`src/rtl/sim_ctrl_pkg.sv`:
```
// -----------------------------------------------------------------------------
// sim_ctrl_pkg
// Shared types for the simulation controller: FSM state and verdict encodings
// plus their widths. Imported by sim_ctrl_seq.
// -----------------------------------------------------------------------------
package sim_ctrl_pkg;

  localparam int unsigned SIM_CTRL_STATE_W  = 2;
  localparam int unsigned SIM_CTRL_STATUS_W = 2;

  typedef enum logic [SIM_CTRL_STATE_W-1:0] {
    ST_RESET  = 2'd0,
    ST_RUN    = 2'd1,
    ST_DRAIN  = 2'd2,
    ST_FINISH = 2'd3
  } sim_ctrl_state_t;

  typedef enum logic [SIM_CTRL_STATUS_W-1:0] {
    VERDICT_NONE    = 2'd0,
    VERDICT_PASS    = 2'd1,
    VERDICT_FAIL    = 2'd2,
    VERDICT_TIMEOUT = 2'd3
  } sim_ctrl_status_t;

endpackage : sim_ctrl_pkg

```
`src/rtl/sim_ctrl_sat_cnt.sv`:
```
// -----------------------------------------------------------------------------
// sim_ctrl_sat_cnt
// Saturating accumulator. Adds i_inc to the count on every enabled edge and
// sticks at all-ones instead of wrapping. i_clr synchronously zeroes the
// count and has priority over i_en.
//
// Ports:
//   i_clk   clock
//   i_rst_n asynchronous active-low reset (count -> 0)
//   i_en    accumulate enable
//   i_clr   synchronous clear
//   i_inc   increment value (INC_W bits, zero-extended)
//   o_cnt   registered count
//   o_nxt   value the count takes on the next edge (combinational)
// -----------------------------------------------------------------------------
module sim_ctrl_sat_cnt #(
  parameter int unsigned W     = 32,
  parameter int unsigned INC_W = 1
) (
  input  logic             i_clk,
  input  logic             i_rst_n,
  input  logic             i_en,
  input  logic             i_clr,
  input  logic [INC_W-1:0] i_inc,
  output logic [W-1:0]     o_cnt,
  output logic [W-1:0]     o_nxt
);

  // One spare bit above the wider operand catches the carry out of W bits.
  localparam int unsigned SUM_W = ((W > INC_W) ? W : INC_W) + 1;

  logic [W-1:0]     r_cnt;
  logic [SUM_W-1:0] w_sum;
  logic [W-1:0]     w_nxt;

  // Next count: clear, saturating add, or hold.
  always_comb begin
    w_sum = SUM_W'(r_cnt) + SUM_W'(i_inc);
    w_nxt = r_cnt;
    if (i_clr) begin
      w_nxt = '0;
    end else if (i_en) begin
      if (w_sum[SUM_W-1:W] != '0) begin
        w_nxt = '1;
      end else begin
        w_nxt = w_sum[W-1:0];
      end
    end else begin
      w_nxt = r_cnt;
    end
  end

  // Count register.
  always_ff @(posedge i_clk or negedge i_rst_n) begin
    if (!i_rst_n) begin
      r_cnt <= '0;
    end else begin
      r_cnt <= w_nxt;
    end
  end

  assign o_cnt = r_cnt;
  assign o_nxt = w_nxt;

endmodule : sim_ctrl_sat_cnt

```
`src/rtl/sim_ctrl_seq.sv`:
```
// -----------------------------------------------------------------------------
// sim_ctrl_seq
// Testbench-top simulation controller. Sequences the DUV reset, counts cycles,
// emits a programmable heartbeat, runs a timeout watchdog, aggregates done and
// error requests from CHANNELS agents and ends the run through a drain phase
// with a PASS / FAIL / TIMEOUT verdict.
//
// Optional build macro: SIM_CTRL_SEQ_ERR_LIMIT_EN
//   defined   -> error total reaching ERR_LIMIT in RUN/DRAIN aborts with FAIL
//   undefined -> errors are only counted; verdict taken at drain end
//
// Ports:
//   sim_ctrl_clk_ip    clock
//   sim_ctrl_rstn_ip   asynchronous active-low reset
//   cfg_rst_cycles_ip  DUV reset length (cycles), live while in RESET
//   cfg_timeout_ip     timeout cycle count, 0 = disabled (frozen at RUN entry)
//   cfg_freq_ip        heartbeat period, 0 = disabled (frozen at RUN entry)
//   done_req_ip        per-agent done level
//   err_ip             per-agent error pulse
//   duv_rst_op         active-high DUV reset
//   cycles_op          cycles since reset release (saturating, frozen in FINISH)
//   heartbeat_op       one-cycle heartbeat pulse
//   state_op           FSM state
//   status_op          verdict
//   finish_op          one-cycle pulse the cycle after FINISH is entered
//   err_count_op       saturating error total
// -----------------------------------------------------------------------------
module sim_ctrl_seq
  import sim_ctrl_pkg::*;
#(
  parameter int unsigned CYCLE_W      = 32,
  parameter int unsigned CHANNELS     = 4,
  parameter int unsigned DRAIN_CYCLES = 16,
  parameter int unsigned ERR_LIMIT    = 1
) (
  input  logic                         sim_ctrl_clk_ip,
  input  logic                         sim_ctrl_rstn_ip,
  input  logic [CYCLE_W-1:0]           cfg_rst_cycles_ip,
  input  logic [CYCLE_W-1:0]           cfg_timeout_ip,
  input  logic [CYCLE_W-1:0]           cfg_freq_ip,
  input  logic [CHANNELS-1:0]          done_req_ip,
  input  logic [CHANNELS-1:0]          err_ip,
  output logic                         duv_rst_op,
  output logic [CYCLE_W-1:0]           cycles_op,
  output logic                         heartbeat_op,
  output logic [SIM_CTRL_STATE_W-1:0]  state_op,
  output logic [SIM_CTRL_STATUS_W-1:0] status_op,
  output logic                         finish_op,
  output logic [CYCLE_W-1:0]           err_count_op
);

  localparam int unsigned POP_W = $clog2(CHANNELS + 1);
  localparam int unsigned DRN_W = (DRAIN_CYCLES > 0) ? $clog2(DRAIN_CYCLES + 1) : 1;
  localparam logic [DRN_W-1:0]   DRN_LOAD = DRN_W'(DRAIN_CYCLES);
  localparam logic [DRN_W-1:0]   DRN_ONE  = DRN_W'(1);
  localparam logic [CYCLE_W-1:0] ERR_LIM  = CYCLE_W'(ERR_LIMIT);
  localparam logic [CYCLE_W:0]   PH_ONE   = {{CYCLE_W{1'b0}}, 1'b1};

`ifdef SIM_CTRL_SEQ_ERR_LIMIT_EN
  localparam bit ERR_LIMIT_EN = 1'b1;
`else
  localparam bit ERR_LIMIT_EN = 1'b0;
`endif

  // Number of set bits in the per-agent error vector.
  function automatic logic [POP_W-1:0] popcount(input logic [CHANNELS-1:0] v);
    logic [POP_W-1:0] n;
    n = '0;
    for (int i = 0; i < CHANNELS; i++) begin
      n = n + POP_W'(v[i]);
    end
    return n;
  endfunction

  sim_ctrl_state_t   r_state;
  sim_ctrl_state_t   w_state_nxt;
  sim_ctrl_status_t  r_status;
  sim_ctrl_status_t  w_status_nxt;
  sim_ctrl_status_t  w_verdict;

  logic [CYCLE_W-1:0] r_cfg_timeout;
  logic [CYCLE_W-1:0] r_cfg_freq;
  logic [DRN_W-1:0]   r_drain_cnt;
  logic [DRN_W-1:0]   w_drain_nxt;
  logic [CYCLE_W-1:0] r_hb_phase;
  logic [CYCLE_W-1:0] w_hb_phase_nxt;
  logic [CYCLE_W:0]   w_phase_inc;
  logic [CYCLE_W-1:0] w_freq;
  logic               r_heartbeat;
  logic               w_hb_nxt;
  logic               r_finish;
  logic               r_fin_seen;
  logic               r_duv_rst;

  logic [CYCLE_W-1:0] w_cycles;
  logic [CYCLE_W-1:0] w_cyc_nxt;
  logic [CYCLE_W-1:0] w_err_cnt;
  logic [CYCLE_W-1:0] w_err_nxt;
  logic               w_active;
  logic               w_cyc_en;
  logic               w_timeout_hit;
  logic               w_limit_hit;

  assign w_active = (r_state == ST_RUN) || (r_state == ST_DRAIN);
  assign w_cyc_en = (r_state != ST_FINISH);

  sim_ctrl_sat_cnt #(
    .W     (CYCLE_W),
    .INC_W (1)
  ) u_cycle_cnt (
    .i_clk   (sim_ctrl_clk_ip),
    .i_rst_n (sim_ctrl_rstn_ip),
    .i_en    (w_cyc_en),
    .i_clr   (1'b0),
    .i_inc   (1'b1),
    .o_cnt   (w_cycles),
    .o_nxt   (w_cyc_nxt)
  );

  sim_ctrl_sat_cnt #(
    .W     (CYCLE_W),
    .INC_W (POP_W)
  ) u_err_cnt (
    .i_clk   (sim_ctrl_clk_ip),
    .i_rst_n (sim_ctrl_rstn_ip),
    .i_en    (w_active),
    .i_clr   (1'b0),
    .i_inc   (popcount(err_ip)),
    .o_cnt   (w_err_cnt),
    .o_nxt   (w_err_nxt)
  );

  // Abort conditions and the drain-end verdict. The verdict and limit use the
  // post-update error total so errors on the deciding edge are included.
  always_comb begin
    w_timeout_hit = (r_cfg_timeout != '0) && (w_cycles >= r_cfg_timeout);
    w_limit_hit   = ERR_LIMIT_EN && (w_err_nxt >= ERR_LIM);
    if (w_err_nxt == '0) begin
      w_verdict = VERDICT_PASS;
    end else begin
      w_verdict = VERDICT_FAIL;
    end
  end

  // Next-state, verdict and drain counter. Priority: timeout > error limit >
  // done/drain expiry.
  always_comb begin
    w_state_nxt  = r_state;
    w_status_nxt = r_status;
    w_drain_nxt  = r_drain_cnt;
    case (r_state)
      ST_RESET: begin
        // Saturated next count is all-ones, which still satisfies >= any length.
        if (w_cyc_nxt >= cfg_rst_cycles_ip) begin
          w_state_nxt = ST_RUN;
        end else begin
          w_state_nxt = ST_RESET;
        end
      end
      ST_RUN: begin
        if (w_timeout_hit) begin
          w_state_nxt  = ST_FINISH;
          w_status_nxt = VERDICT_TIMEOUT;
        end else if (w_limit_hit) begin
          w_state_nxt  = ST_FINISH;
          w_status_nxt = VERDICT_FAIL;
        end else if (&done_req_ip) begin
          if (DRAIN_CYCLES == 0) begin
            w_state_nxt  = ST_FINISH;
            w_status_nxt = w_verdict;
          end else begin
            w_state_nxt = ST_DRAIN;
            w_drain_nxt = DRN_LOAD;
          end
        end else begin
          w_state_nxt = ST_RUN;
        end
      end
      ST_DRAIN: begin
        if (r_drain_cnt != '0) begin
          w_drain_nxt = r_drain_cnt - DRN_ONE;
        end else begin
          w_drain_nxt = '0;
        end
        if (w_timeout_hit) begin
          w_state_nxt  = ST_FINISH;
          w_status_nxt = VERDICT_TIMEOUT;
        end else if (w_limit_hit) begin
          w_state_nxt  = ST_FINISH;
          w_status_nxt = VERDICT_FAIL;
        end else if (r_drain_cnt <= DRN_ONE) begin
          // Counter reaches zero on this edge.
          w_state_nxt  = ST_FINISH;
          w_status_nxt = w_verdict;
        end else begin
          w_state_nxt = ST_DRAIN;
        end
      end
      ST_FINISH: begin
        w_state_nxt = ST_FINISH;
      end
      default: begin
        w_state_nxt  = ST_RESET;
        w_status_nxt = VERDICT_NONE;
        w_drain_nxt  = '0;
      end
    endcase
  end

  // Heartbeat: r_hb_phase tracks cycles_op modulo the period without a
  // divider. In RESET the live period is used (it is expected stable there);
  // it becomes the frozen period on the RESET->RUN edge. The phase holds when
  // the cycle count does not advance (saturated or FINISH).
  always_comb begin
    if (r_state == ST_RESET) begin
      w_freq = cfg_freq_ip;
    end else begin
      w_freq = r_cfg_freq;
    end
    w_phase_inc = {1'b0, r_hb_phase} + PH_ONE;
    if (w_cyc_nxt == w_cycles) begin
      w_hb_phase_nxt = r_hb_phase;
    end else if (w_phase_inc >= {1'b0, w_freq}) begin
      w_hb_phase_nxt = '0;
    end else begin
      w_hb_phase_nxt = w_phase_inc[CYCLE_W-1:0];
    end
    w_hb_nxt = ((w_state_nxt == ST_RUN) || (w_state_nxt == ST_DRAIN)) &&
               (w_freq != '0) && (w_hb_phase_nxt == '0) && (w_cyc_nxt != '0);
  end

  // State, verdict, frozen configuration and registered outputs.
  always_ff @(posedge sim_ctrl_clk_ip or negedge sim_ctrl_rstn_ip) begin
    if (!sim_ctrl_rstn_ip) begin
      r_state       <= ST_RESET;
      r_status      <= VERDICT_NONE;
      r_cfg_timeout <= '0;
      r_cfg_freq    <= '0;
      r_drain_cnt   <= '0;
      r_hb_phase    <= '0;
      r_heartbeat   <= 1'b0;
      r_finish      <= 1'b0;
      r_fin_seen    <= 1'b0;
      r_duv_rst     <= 1'b1;
    end else begin
      r_state     <= w_state_nxt;
      r_status    <= w_status_nxt;
      r_drain_cnt <= w_drain_nxt;
      r_hb_phase  <= w_hb_phase_nxt;
      r_heartbeat <= w_hb_nxt;
      r_duv_rst   <= (w_state_nxt == ST_RESET);
      // Pulse in the cycle following the first FINISH cycle.
      r_finish    <= (r_state == ST_FINISH) && !r_fin_seen;
      r_fin_seen  <= (r_state == ST_FINISH);
      // Config follows the inputs throughout RESET; the last sample taken is
      // the one on the RESET->RUN edge.
      if (r_state == ST_RESET) begin
        r_cfg_timeout <= cfg_timeout_ip;
        r_cfg_freq    <= cfg_freq_ip;
      end else begin
        r_cfg_timeout <= r_cfg_timeout;
        r_cfg_freq    <= r_cfg_freq;
      end
    end
  end

  assign duv_rst_op   = r_duv_rst;
  assign cycles_op    = w_cycles;
  assign heartbeat_op = r_heartbeat;
  assign state_op     = r_state;
  assign status_op    = r_status;
  assign finish_op    = r_finish;
  assign err_count_op = w_err_cnt;

endmodule : sim_ctrl_seq

```
`config.mk`:
```
export PLATFORM = sky130hd
export DESIGN_NAME = sim_ctrl_seq
export DESIGN_NICKNAME = d
export VERILOG_FILES = /design/src/rtl/sim_ctrl_pkg.sv /design/src/rtl/sim_ctrl_sat_cnt.sv /design/src/rtl/sim_ctrl_seq.sv
export SDC_FILE = /design/constraint.sdc
export NUM_CORES = 1
export LEC_CHECK = 0
export ABC_AREA = 1
export CORE_MARGIN = 5
export CORE_UTILIZATION = 60
export CTS_CLUSTER_SIZE = 12
export DETAILED_ROUTE_END_ITERATION = 10
export PLACE_DENSITY = 0.89
export RECOVER_POWER = 50
export SYNTH_ARGS = -nofsm -noshare
export SYNTH_HDL_FRONTEND = slang
export SYNTH_SLANG_ARGS = --single-unit
```
`constraint.sdc`:
```
create_clock -name sim_ctrl_clk_ip -period 6 [get_ports sim_ctrl_clk_ip]
set_input_delay 0.9 -clock sim_ctrl_clk_ip [delete_from_list [all_inputs] [get_ports sim_ctrl_clk_ip]]
set_output_delay 0.9 -clock sim_ctrl_clk_ip [all_outputs]
set_load 0.005 [all_outputs]
```
==> metrics, run 1 <==
Die H=154 µm; n_diodes=0; EDFF count, synth=0; Worst EP arrival=5040 ps; P per Cell Area=around 160 nW/µm²; vias in the first global route=11849; Hold Path End=finish_op$_DFF_PN0_; gr ovfl total=0; CTS Hold Bufs=0; Die W=between 150 and 200 µm; clock buffer depth=2; DP HPWL=27.4 mm; Design Power=~2.4 mW; via count=12083; first-pass GRT wire length=57.3 mm; post-route setup slack=1330 ps; final worst path period need=4670 ps; CP endpoint kind=flip-flop; count leader, synth=nand2_1; Mapped Area=around 12000 µm²; final wirelength=34.7 mm; port buffer count=176; Initial Util=61.3%; Yosys warning count=0; num rows=52; endpoints failing setup=0; CP max stage delay=470 ps; Levels on crit path=22; clk_skew=12.8 ps; Area growth syn-to-layout=20.3%; most common library cells after synthesis=nand2_1, inv_1, nor2_1, dfrtp_1, nand3_1; TNS Setup=0 ps; CTS Sinks=173; R2R setup slack=1330 ps; initial drt markers=841; maxcap violations=3; critical path class=reg -> reg; Num CTS Buffers=17; Setup WS pre-CTS=1140 ps; CP most frequent cell=nand2_1; WP buf/inv=3; Worst slew margin=-87.2%; drt pass-1 iters=5; multi-input logic area=6850 µm²; largest net degree at the start of global routing=68; hold depth=1; Tot GR Track Use=29.4%; worst path cell trace=ha_1 -> inv_1 -> nand4_1 -> nor2_1 -> nand3_1 -> nand2_1 -> nand2_1 -> inv_1 -> o21ai_0 -> ha_1 -> nand2_1 -> inv_1 -> nand3_1 -> nor3_1 -> and3_1 -> nand4_1 -> nand4_1 -> nand2_1 -> ha_1 -> o21a_1 -> nand3_1 -> nor2_1; status=finished, violations left; Placed Cells=2171; post-route ant nets=0; Finished Layout Cells=2203; worst reg2reg path depth=22; Yosys cell types=44; Setup Fix Bufs, Post-CTS=0; Yosys top cell area share=34.6%; hold path startpoint=r_fin_seen$_DFF_PN0_; final hold slack=413 ps; startpoint type of the worst setup path=flip-flop; Placer Congestion=0.966; Clock Tree Root=clkbuf_16; Reg clk slew, reported paths=70 ps; Max Freq=0.214 GHz; Post-Syn Nets=1967; die area=23700 µm²; ys async rst share=100%; WP data required=6370 ps; Clock H-tree levels=4; DR WL/cell=approximately 16 µm; Peak VDD IR=~0.19 mV; slowest CP cell=nor2_1; r2r startpoint=state_op[0]$_DFF_PN0_; class of the worst hold path=reg -> reg; Crit Path Max Fanout=11; IO Pins=177; failing checks=capacitance limit, slew limit; Syn Area/Cell=around 7.1 µm²; Worst Max-Slew Pin Slew=2810 ps; Slew Limit Fails=188; CTS resizes=0; Syn Inst Count=1752; Post-synth top flop=dfrtp_1; initial antenna violation count=0; RSZ-0062 raised after global routing=false; detail-routed via count per cell=~5.5; sequential standard cell area=4330 µm²; synthesized flop and latch total=around 170; layout cells sized above 1=around 5.5%; FF-to-FF End=heartbeat_op$_DFF_PN0_; CTS tree=done; leakage=8.07 nW; CP delay by family, top=simple AND/OR/NAND/NOR gates; area leader, netlist=dfrtp_1; Total Nets Final=2135; Fill cells=1618; final hold vios=0; register area share after synthesis=34.8%; clock insertion delay at the later pin of the skew report=440 ps; top post-synthesis cells by area=dfrtp_1, nand2_1, ha_1; Tcrit/Tclk final=77.9%; Core Region=20300 µm²; drt drc=0
[logic make-up after synthesis]
family	synth area share, %
and+or+nand+nor	32.5
xor gates and xnor gates	4.23
adders and majority gates	11.1
buffers and inverters	10.1
DFF	34.8
AOI/OAI and AO/OA	7.13
[final cells by class]
cell class | instances | share of cell area, %
clock inverter | 11 | 0.736
inverter | 294 | 7.38
tap | 270 | 2.26
clock buffer | 21 | 3.01
timing repair buffer | 181 | 11.9
sequential | 173 | 28.9
multi-input combinational | 1253 | 45.8
[worst reg2reg max path: stages, from the launching register on]
cell     delay [ps]
dfrtp_1         420
ha_1            370
inv_1           380
nand4_1         380
nor2_1          470
nand3_1         170
nand2_1          90
nand2_1          50
inv_1            60
o21ai_0         140
ha_1            340
nand2_1          60
inv_1            70
nand3_1         100
nor3_1          230
and3_1          280
nand4_1         100
nand4_1         160
nand2_1         130
ha_1            340
o21a_1          140
nand3_1          80
nor2_1           90
[through the flow]
stage          utilization [%]  cell area (µm²)
4_1_cts                   73.8            15000
2_1_floorplan                -            12400
3_5_place_dp              71.0            14400
6_report                  73.7            15000
5_1_grt                   73.7            15000
3_3_place_gp              71.0            14400
[flip-flops by register name (all words and copies together), names as in the netlist]
| signal | count |
|---|---|
| u_cycle_cnt.o_cnt | 32 |
| r_drain_cnt | 5 |
| r_cfg_timeout | 32 |
| u_err_cnt.o_cnt | 32 |
| heartbeat_op | 1 |
| r_hb_phase | 32 |
| state_op | 2 |
| duv_rst_op | 1 |
| finish_op | 1 |
| r_fin_seen | 1 |
| status_op | 2 |
| r_cfg_freq | 32 |
[worst max-delay path by stage]
stage                               start                        to  slack (ps)
floorplan                       err_ip[0]  status_op[1]$_DFFE_PN0P_        2230
CTS                 state_op[0]$_DFF_PN0_    heartbeat_op$_DFF_PN0_        1350
global route        state_op[0]$_DFF_PN0_    heartbeat_op$_DFF_PN0_         810
detailed placement              err_ip[0]  status_op[0]$_DFFE_PN0P_        1140
global placement                err_ip[0]  status_op[0]$_DFFE_PN0P_        1310
finish              state_op[0]$_DFF_PN0_    heartbeat_op$_DFF_PN0_        1330
[metal layers]
metal	vias up	track usage, %	share of wire (%)
li1	5916	-	-
met1	5560	37.5	42
met2	520	49.5	48
met3	87	4.97	6.9
met4	0	12.2	3.8
met5	-	0	0
[report_power, final]
group	total [mW]	switching (mW)	internal [mW]
Sequential	1.17	0.00269	1.17
Combinational	0.130	0.0549	0.0752
Clock	1.08	0.495	0.589
Total	2.38	0.552	1.83
[layout by cell type (no fill, tap or decap), drive strengths merged, types with 2 or more instances in the layout]
| master | netlist | final |
|---|---|---|
| xor2 | 44 | 44 |
| or2 | 41 | 41 |
| nor3 | 39 | 39 |
| inv | 294 | 298 |
| clkinvlp | 0 | 3 |
| buf | 14 | 2 |
| dfrtp | 172 | 172 |
| nand3b | 9 | 9 |
| and3 | 2 | 2 |
| o211ai | 3 | 3 |
| a31oi | 2 | 2 |
| o21a | 5 | 5 |
| fa | 3 | 3 |
| clkinv | 0 | 3 |
| ha | 106 | 106 |
| clkbuf | 18 | 25 |
| nor2 | 203 | 203 |
| nand3 | 115 | 115 |
| nor4 | 23 | 23 |
| a21oi | 52 | 52 |
| o21ai | 104 | 104 |
| xnor2 | 16 | 16 |
| o31ai | 2 | 2 |
| nand2 | 438 | 438 |
| clkdlybuf4s50 | 0 | 174 |
| nand4 | 42 | 42 |
No activity file was read; power rests on OpenSTA's default activity.
==> run 2, diff against run 1 <==
--- a/config.mk
+++ b/config.mk
@@ -7,10 +7,10 @@
 export LEC_CHECK = 0
 export ABC_AREA = 1
 export CORE_MARGIN = 5
-export CORE_UTILIZATION = 60
+export CORE_UTILIZATION = 56
 export CTS_CLUSTER_SIZE = 12
 export DETAILED_ROUTE_END_ITERATION = 10
-export PLACE_DENSITY = 0.89
+export PLACE_DENSITY = 0.84
 export RECOVER_POWER = 50
 export SYNTH_ARGS = -nofsm -noshare
 export SYNTH_HDL_FRONTEND = slang
==> constraint.sdc (replaced) <==
create_clock -name sim_ctrl_clk_ip -period 4.59 [get_ports sim_ctrl_clk_ip]
set_input_delay 0.6885 -clock sim_ctrl_clk_ip [delete_from_list [all_inputs] [get_ports sim_ctrl_clk_ip]]
set_output_delay 0.6885 -clock sim_ctrl_clk_ip [all_outputs]
set_load 0.005 [all_outputs]
==> run 2 against run 1 <==
Compared with the run above: the run still ends with capacitance limit, slew limit left; final area grew 0.68%; clock skew is essentially flat; non-clock buffer count grew 6; register-to-register slack lost 960 ps; clock power grew 30%; critical path type unchanged; largest power group unchanged.
==> metrics, run 2 (synthesized netlist as in run 1, its figures left out) <==
status=finished, violations left (unchanged); failing checks=capacitance limit, slew limit (unchanged); vias in the first global route=11706 (was 11849); Reg clk slew, reported paths=70 ps (about the same); TNS Setup=0 ps (unchanged); Die H=159 µm (was 154 µm); Peak VDD IR=0.176 mV (was 0.189 mV); most common cell after layout, fill and taps aside=nand2_1 (unchanged); Core Region=21800 µm² (was 20300 µm²); clock insertion delay at the later pin of the skew report=440 ps (about the same); Tot GR Track Use=27.3% (was 29.4%); CTS Sinks=173 (unchanged); slowest CP cell=dfrtp_1 (was nor2_1); die area=25300 µm² (was 23700 µm²); Area growth syn-to-layout=21.1% (was 20.3%); IO Pins=177 (unchanged); drt pass-1 iters=5 (unchanged); multi-input logic area=6860 µm² (was 6850 µm²); maxcap violations=1 (was 3); CTS tree=done (unchanged); Tcrit/Tclk final=91.9% (was 77.9%); leakage=8.10 nW (was 8.07 nW); RSZ-0062 raised after global routing=false (unchanged); initial antenna violation count=0 (unchanged); drt drc=0 (unchanged); port buffer count=176 (unchanged); critical path class=reg -> reg (unchanged); Worst slew margin=-67.8% (was -87.2%); final hold vios=0 (unchanged); Worst EP arrival=4540 ps (was 5040 ps); Total Nets Final=2141 (was 2135); DP HPWL=27.8 mm (was 27.4 mm); Clock H-tree levels=4 (unchanged); Fill cells=1868 (was 1618); post-route ant nets=0 (unchanged); num rows=54 (was 52); worst path cell trace=ha_1 -> nand2_1 -> nor2_1 -> nand2_1 -> nor3_2 -> nand3_1 -> xnor2_1 -> or2_2 -> ha_1 -> nand3_1 -> nor3_2 -> and3_1 -> nand4_1 -> nand4_1 -> nand2_1 -> ha_1 -> o21a_1 -> nand3_1 -> nor2_1 (was ha_1 -> inv_1 -> nand4_1 -> nor2_1 -> nand3_1 -> nand2_1 -> nand2_1 -> inv_1 -> o21ai_0 -> ha_1 -> nand2_1 -> inv_1 -> nand3_1 -> nor3_1 -> and3_1 -> nand4_1 -> nand4_1 -> nand2_1 -> ha_1 -> o21a_1 -> nand3_1 -> nor2_1); CP endpoint kind=flip-flop (unchanged); wire length on met3=2.28 mm (was 2.39 mm); CP max stage delay=530 ps (was 470 ps); Setup Fix Bufs, Post-CTS=0 (unchanged); Crit Path Max Fanout=8 (was 11); Initial Util=57.0% (was 61.3%); Die W=159 µm (was 154 µm); DR WL/cell=15.9 µm (was 15.8 µm); final wirelength=35.2 mm (was 34.7 mm); met2 WL=16.9 mm (was 16.6 mm); most frequent cells in the layout=nand2_1, inv_1, nor2_1 (unchanged); layout cells sized above 1=6.29% (was 5.54%); via count=11962 (was 12083); clock buffer depth=2 (unchanged); Worst Max-Slew Pin Slew=2520 ps (was 2810 ps); n_diodes=0 (unchanged); first-pass GRT wire length=57.8 mm (was 57.3 mm); endpoints failing setup=0 (unchanged); initial drt markers=1094 (was 841); largest net degree at the start of global routing=102 (was 68); Max Used Layer=met4 (unchanged); final worst path period need=4220 ps (was 4670 ps); Post-Route M1 WL=15.3 mm (was 14.4 mm); gr ovfl total=0 (unchanged); startpoint type of the worst setup path=flip-flop (unchanged); Placer Congestion=0.964 (was 0.966); Max Freq=0.237 GHz (was 0.214 GHz); detail-routed via count per cell=5.39 (was 5.48); Slew Limit Fails=101 (was 188); Design Power=3.09 mW (was 2.38 mW); WP data required=4910 ps (was 6370 ps); class of the worst hold path=reg -> reg (unchanged); P per Cell Area=205 nW/µm² (was 159 nW/µm²); Clock Tree Root=clkbuf_16 (unchanged); clk_skew=13.2 ps (was 12.8 ps); sequential standard cell area=4330 µm² (unchanged); Num CTS Buffers=17 (unchanged)
==> run 2: report_power, final <==
group	internal [mW]	switching (mW)	total, mW
registers	1.53	0.00351	1.53
logic	0.0993	0.0687	0.168
clock network	0.764	0.632	1.40
==> run 2: cell type report <==
type / count / share of cell area (%)
flip-flops and latches: 173 / 28.7
clock inverters: 13 / 0.764
clock buffers: 19 / 2.94
repair buffers: 187 / 12.3
multi-input cells: 1253 / 45.6
well taps: 280 / 2.33
inverters: 294 / 7.37
==> run 2: critical path, delay by kind of cell, from the launching register on <==
family	cells	cell delay (ps)
fa+ha+maj	3	870
compound gates	1	110
xor+xnor	1	150
simple gates	14	2410
flops	1	530
==> run 2: layer usage <==
metal	vias to the layer above	global-route usage, %
met1	5564	35.7
li1	5922	-
met2	409	46.8
met5	-	0
met3	67	4.71
met4	0	8.07
==> run 2: path summary, 6_finish.rpt <==
kind / startpoint / endpoint / slack [ps] / depth (start not counted)
min: r_fin_seen$_DFF_PN0_ / finish_op$_DFF_PN0_ / 400 / 1
min in group asynchronous: sim_ctrl_rstn_ip / u_cycle_cnt.o_cnt[3]$_DFF_PN0_ / 1030 / 1
min reg2reg: r_fin_seen$_DFF_PN0_ / finish_op$_DFF_PN0_ / 400 / 1
max: u_cycle_cnt.o_cnt[1]$_DFF_PN0_ / heartbeat_op$_DFF_PN0_ / 370 / 19
max in group asynchronous: sim_ctrl_rstn_ip / r_cfg_timeout[30]$_DFFE_PN0P_ / 2080 / 1
max reg2reg: u_cycle_cnt.o_cnt[1]$_DFF_PN0_ / heartbeat_op$_DFF_PN0_ / 370 / 19
==> run 2: stage by stage <==
stage | cell area (µm²) | util [%] | std cells | hold slack (ps) | setup slack (ps)
floorplan | 12400 | - | 1752 | 378 | 1030
global placement | 14500 | 66.4 | 2187 | 386 | 270
detailed placement | 14500 | 66.4 | 2187 | 389 | 140
CTS | 15000 | 69.0 | 2219 | 398 | 136
global route | 15100 | 69.0 | 2219 | 431 | 3.37
finish | 15100 | 69.0 | 2219 | 398 | 371
==> run 2: repair_timing <==
action,4_1_cts,5_1_grt
setup endpoints to repair,0,1
hold buffers,0,0
gates resized for setup,0,7
==> run 3, diff against run 2 <==
--- a/config.mk
+++ b/config.mk
@@ -8,6 +8,7 @@
 export ABC_AREA = 1
 export CORE_MARGIN = 5
 export CORE_UTILIZATION = 56
+export CTS_CLUSTER_DIAMETER = 80
 export CTS_CLUSTER_SIZE = 12
 export DETAILED_ROUTE_END_ITERATION = 10
 export PLACE_DENSITY = 0.84
==> constraint.sdc (replaced) <==
create_clock -name sim_ctrl_clk_ip -period 4.29 [get_ports sim_ctrl_clk_ip]
set_input_delay 0.6435 -clock sim_ctrl_clk_ip [delete_from_list [all_inputs] [get_ports sim_ctrl_clk_ip]]
set_output_delay 0.6435 -clock sim_ctrl_clk_ip [all_outputs]
set_load 0.005 [all_outputs]
==> run 3 against run 2 <==
Compared with the run above: the flow still finishes with violations (capacitance limit, slew limit); sequential share of layout area decreased by 0.17 points; critical endpoint unchanged; via count fell by 0.53%; highest routed layer unchanged; first-iteration DRC count down 17%; count of clock-buffer cells in the layout did not move.
==> metrics, run 3 (synthesized netlist as in run 1, its figures left out) <==
CTS Sinks=173 (unchanged); Num CTS Buffers=17 (unchanged); drt drc=0 (unchanged); Tcrit/Tclk final=92.0% (was 91.9%); P per Cell Area=224 nW/µm² (was 205 nW/µm²); Fill cells=1826 (was 1868); final worst path period need=3950 ps (was 4220 ps); layout cells sized above 1=6.67% (was 6.29%); maxcap violations=1 (unchanged); critical path class=reg -> reg (unchanged); num rows=54 (unchanged); class of the worst hold path=reg -> reg (unchanged); most common cell after layout, fill and taps aside=nand2_1 (unchanged); status=finished, violations left (unchanged); WP data required=4600 ps (was 4910 ps); clk_skew=10.3 ps (was 13.2 ps); final hold vios=0 (unchanged); Placer Congestion=0.968 (was 0.964); Slew Limit Fails=84 (was 101); die area=25300 µm² (unchanged); initial antenna violation count=0 (unchanged); gr ovfl total=0 (unchanged); detail-routed via count per cell=5.34 (was 5.39); clock buffer depth=2 (unchanged); endpoints failing setup=0 (unchanged); Setup Fix Bufs, Post-CTS=0 (unchanged); DR WL/cell=15.4 µm (was 15.9 µm); CP endpoint kind=flip-flop (unchanged); Clock Tree Root=clkbuf_16 (unchanged); IO Pins=177 (unchanged); r2r startpoint=r_hb_phase[0]$_DFF_PN0_ (was u_cycle_cnt.o_cnt[1]$_DFF_PN0_); RSZ-0062 raised after global routing=false (unchanged); Tot GR Track Use=26.6% (was 27.3%); Total Nets Final=2151 (was 2141); Die W=159 µm (unchanged); Worst Max-Slew Pin Slew=2050 ps (was 2520 ps); Core Region=21800 µm² (unchanged); largest net degree at the start of global routing=92 (was 102); Reg clk slew, reported paths=70 ps (about the same); Finished Cell Area=15200 µm² (was 15100 µm²); TNS Setup=0 ps (unchanged); Util after Layout=69.4% (was 69.0%); final wirelength=34.3 mm (was 35.2 mm); via count=11899 (was 11962); Peak VDD IR=0.205 mV (was 0.176 mV); Initial Util=57.0% (unchanged); most frequent cells in the layout=nand2_1, inv_1, nor2_1 (unchanged); multi-input logic area=6860 µm² (about the same); R2R setup slack=340 ps (was 370 ps); initial drt markers=913 (was 1094); final hold slack=398 ps (about the same); Clock H-tree levels=4 (unchanged); post-route ant nets=0 (unchanged); Crit Path Max Fanout=9 (was 8); sequential standard cell area=4330 µm² (unchanged); port buffer count=176 (unchanged); drt pass-1 iters=5 (unchanged); Hold Path End=finish_op$_DFF_PN0_ (unchanged); first-pass GRT wire length=56.2 mm (was 57.8 mm); clock insertion delay at the later pin of the skew report=430 ps (was 440 ps); Max Freq=0.253 GHz (was 0.237 GHz); Die H=159 µm (unchanged); startpoint type of the worst setup path=flip-flop (unchanged); Area growth syn-to-layout=21.9% (was 21.1%); Worst slew margin=-37.0% (was -67.8%); failing checks=capacitance limit, slew limit (unchanged); vias in the first global route=11844 (was 11706); CTS tree=done (unchanged); n_diodes=0 (unchanged); hold path startpoint=r_fin_seen$_DFF_PN0_ (unchanged); worst reg2reg path depth=25 (was 19); DP HPWL=27.2 mm (was 27.8 mm); dpl cell area=14600 µm² (was 14500 µm²); Worst EP arrival=4260 ps (was 4540 ps); FF-to-FF End=heartbeat_op$_DFF_PN0_ (unchanged); hold depth=1 (unchanged); leakage=8.19 nW (was 8.10 nW)
run 3: how the worst max path moves through the flow:
stage | endpoint | slack, ps | cells after the start | start
after floorplan | status_op[1]$_DFFE_PN0P_ | 780 | 19 | err_ip[0]
after global placement | status_op[1]$_DFFE_PN0P_ | 110 | 20 | err_ip[0]
after detailed placement | status_op[1]$_DFFE_PN0P_ | 5 | 20 | err_ip[0]
after CTS | heartbeat_op$_DFF_PN0_ | 210 | 19 | u_cycle_cnt.o_cnt[0]$_DFF_PN0_
after global routing | heartbeat_op$_DFF_PN0_ | 20 | 25 | r_hb_phase[0]$_DFF_PN0_
final | heartbeat_op$_DFF_PN0_ | 340 | 25 | r_hb_phase[0]$_DFF_PN0_
run 3: stage by stage:
stage,setup WS (ps),std cells,power (mW)
after floorplan,779,1752,1.70
after global placement,111,2197,1.85
after detailed placement,5.18,2197,1.85
after CTS,214,2229,3.42
after global routing,16.0,2229,3.50
final,343,2229,3.39
run 3: routing by layer:
metal / GRT usage [%] / share of wire (%) / routed length (µm)
met5: 0 / 0 / 0
met4: 11.0 / 3.2 / 1110
met3: 5.64 / 6.5 / 2250
met2: 42.7 / 46 / 15800
met1: 35.1 / 44 / 15200
run 3: what timing repair did:
action | 4_1_cts | 5_1_grt
hold buffers | 0 | 0
resized for setup | 0 | 3
setup endpoints to repair | 0 | 1
run 3: cell type report:
class | count | share of cell area, %
Multi-Input combinational cell | 1253 | 45.3
Sequential cell | 173 | 28.6
Timing Repair Buffer | 197 | 12.6
Inverter | 294 | 7.28
Clock buffer | 19 | 2.92
Tap cell | 280 | 2.31
Clock inverter | 13 | 1.02
run 3: worst max-delay path: stages, from the launching register on:
cell	delay, ps
dfrtp_1	410
ha_1	220
nand3_1	180
inv_1	130
nand3_1	110
nor2_1	170
nand2_1	120
xor2_1	260
inv_1	80
ha_1	300
nand2_1	110
nor2_1	70
nand2_1	80
nor2_1	50
nand3_1	80
nand3_1	70
nor2_2	330
nand2_1	260
o21ai_0	330
nand2_1	130
nand2_1	90
nor2_1	40
nand2_1	50
nor2_1	50
nand3_1	60
nor2_1	40
run 3: where the power goes:
group / switching [mW] / internal (mW) / leakage [nW] / total [mW]
Sequential: 0.00393 / 1.63 / 2.17 / 1.64
Clock: 0.688 / 0.889 / 0.295 / 1.58
Combinational: 0.0751 / 0.106 / 5.72 / 0.181
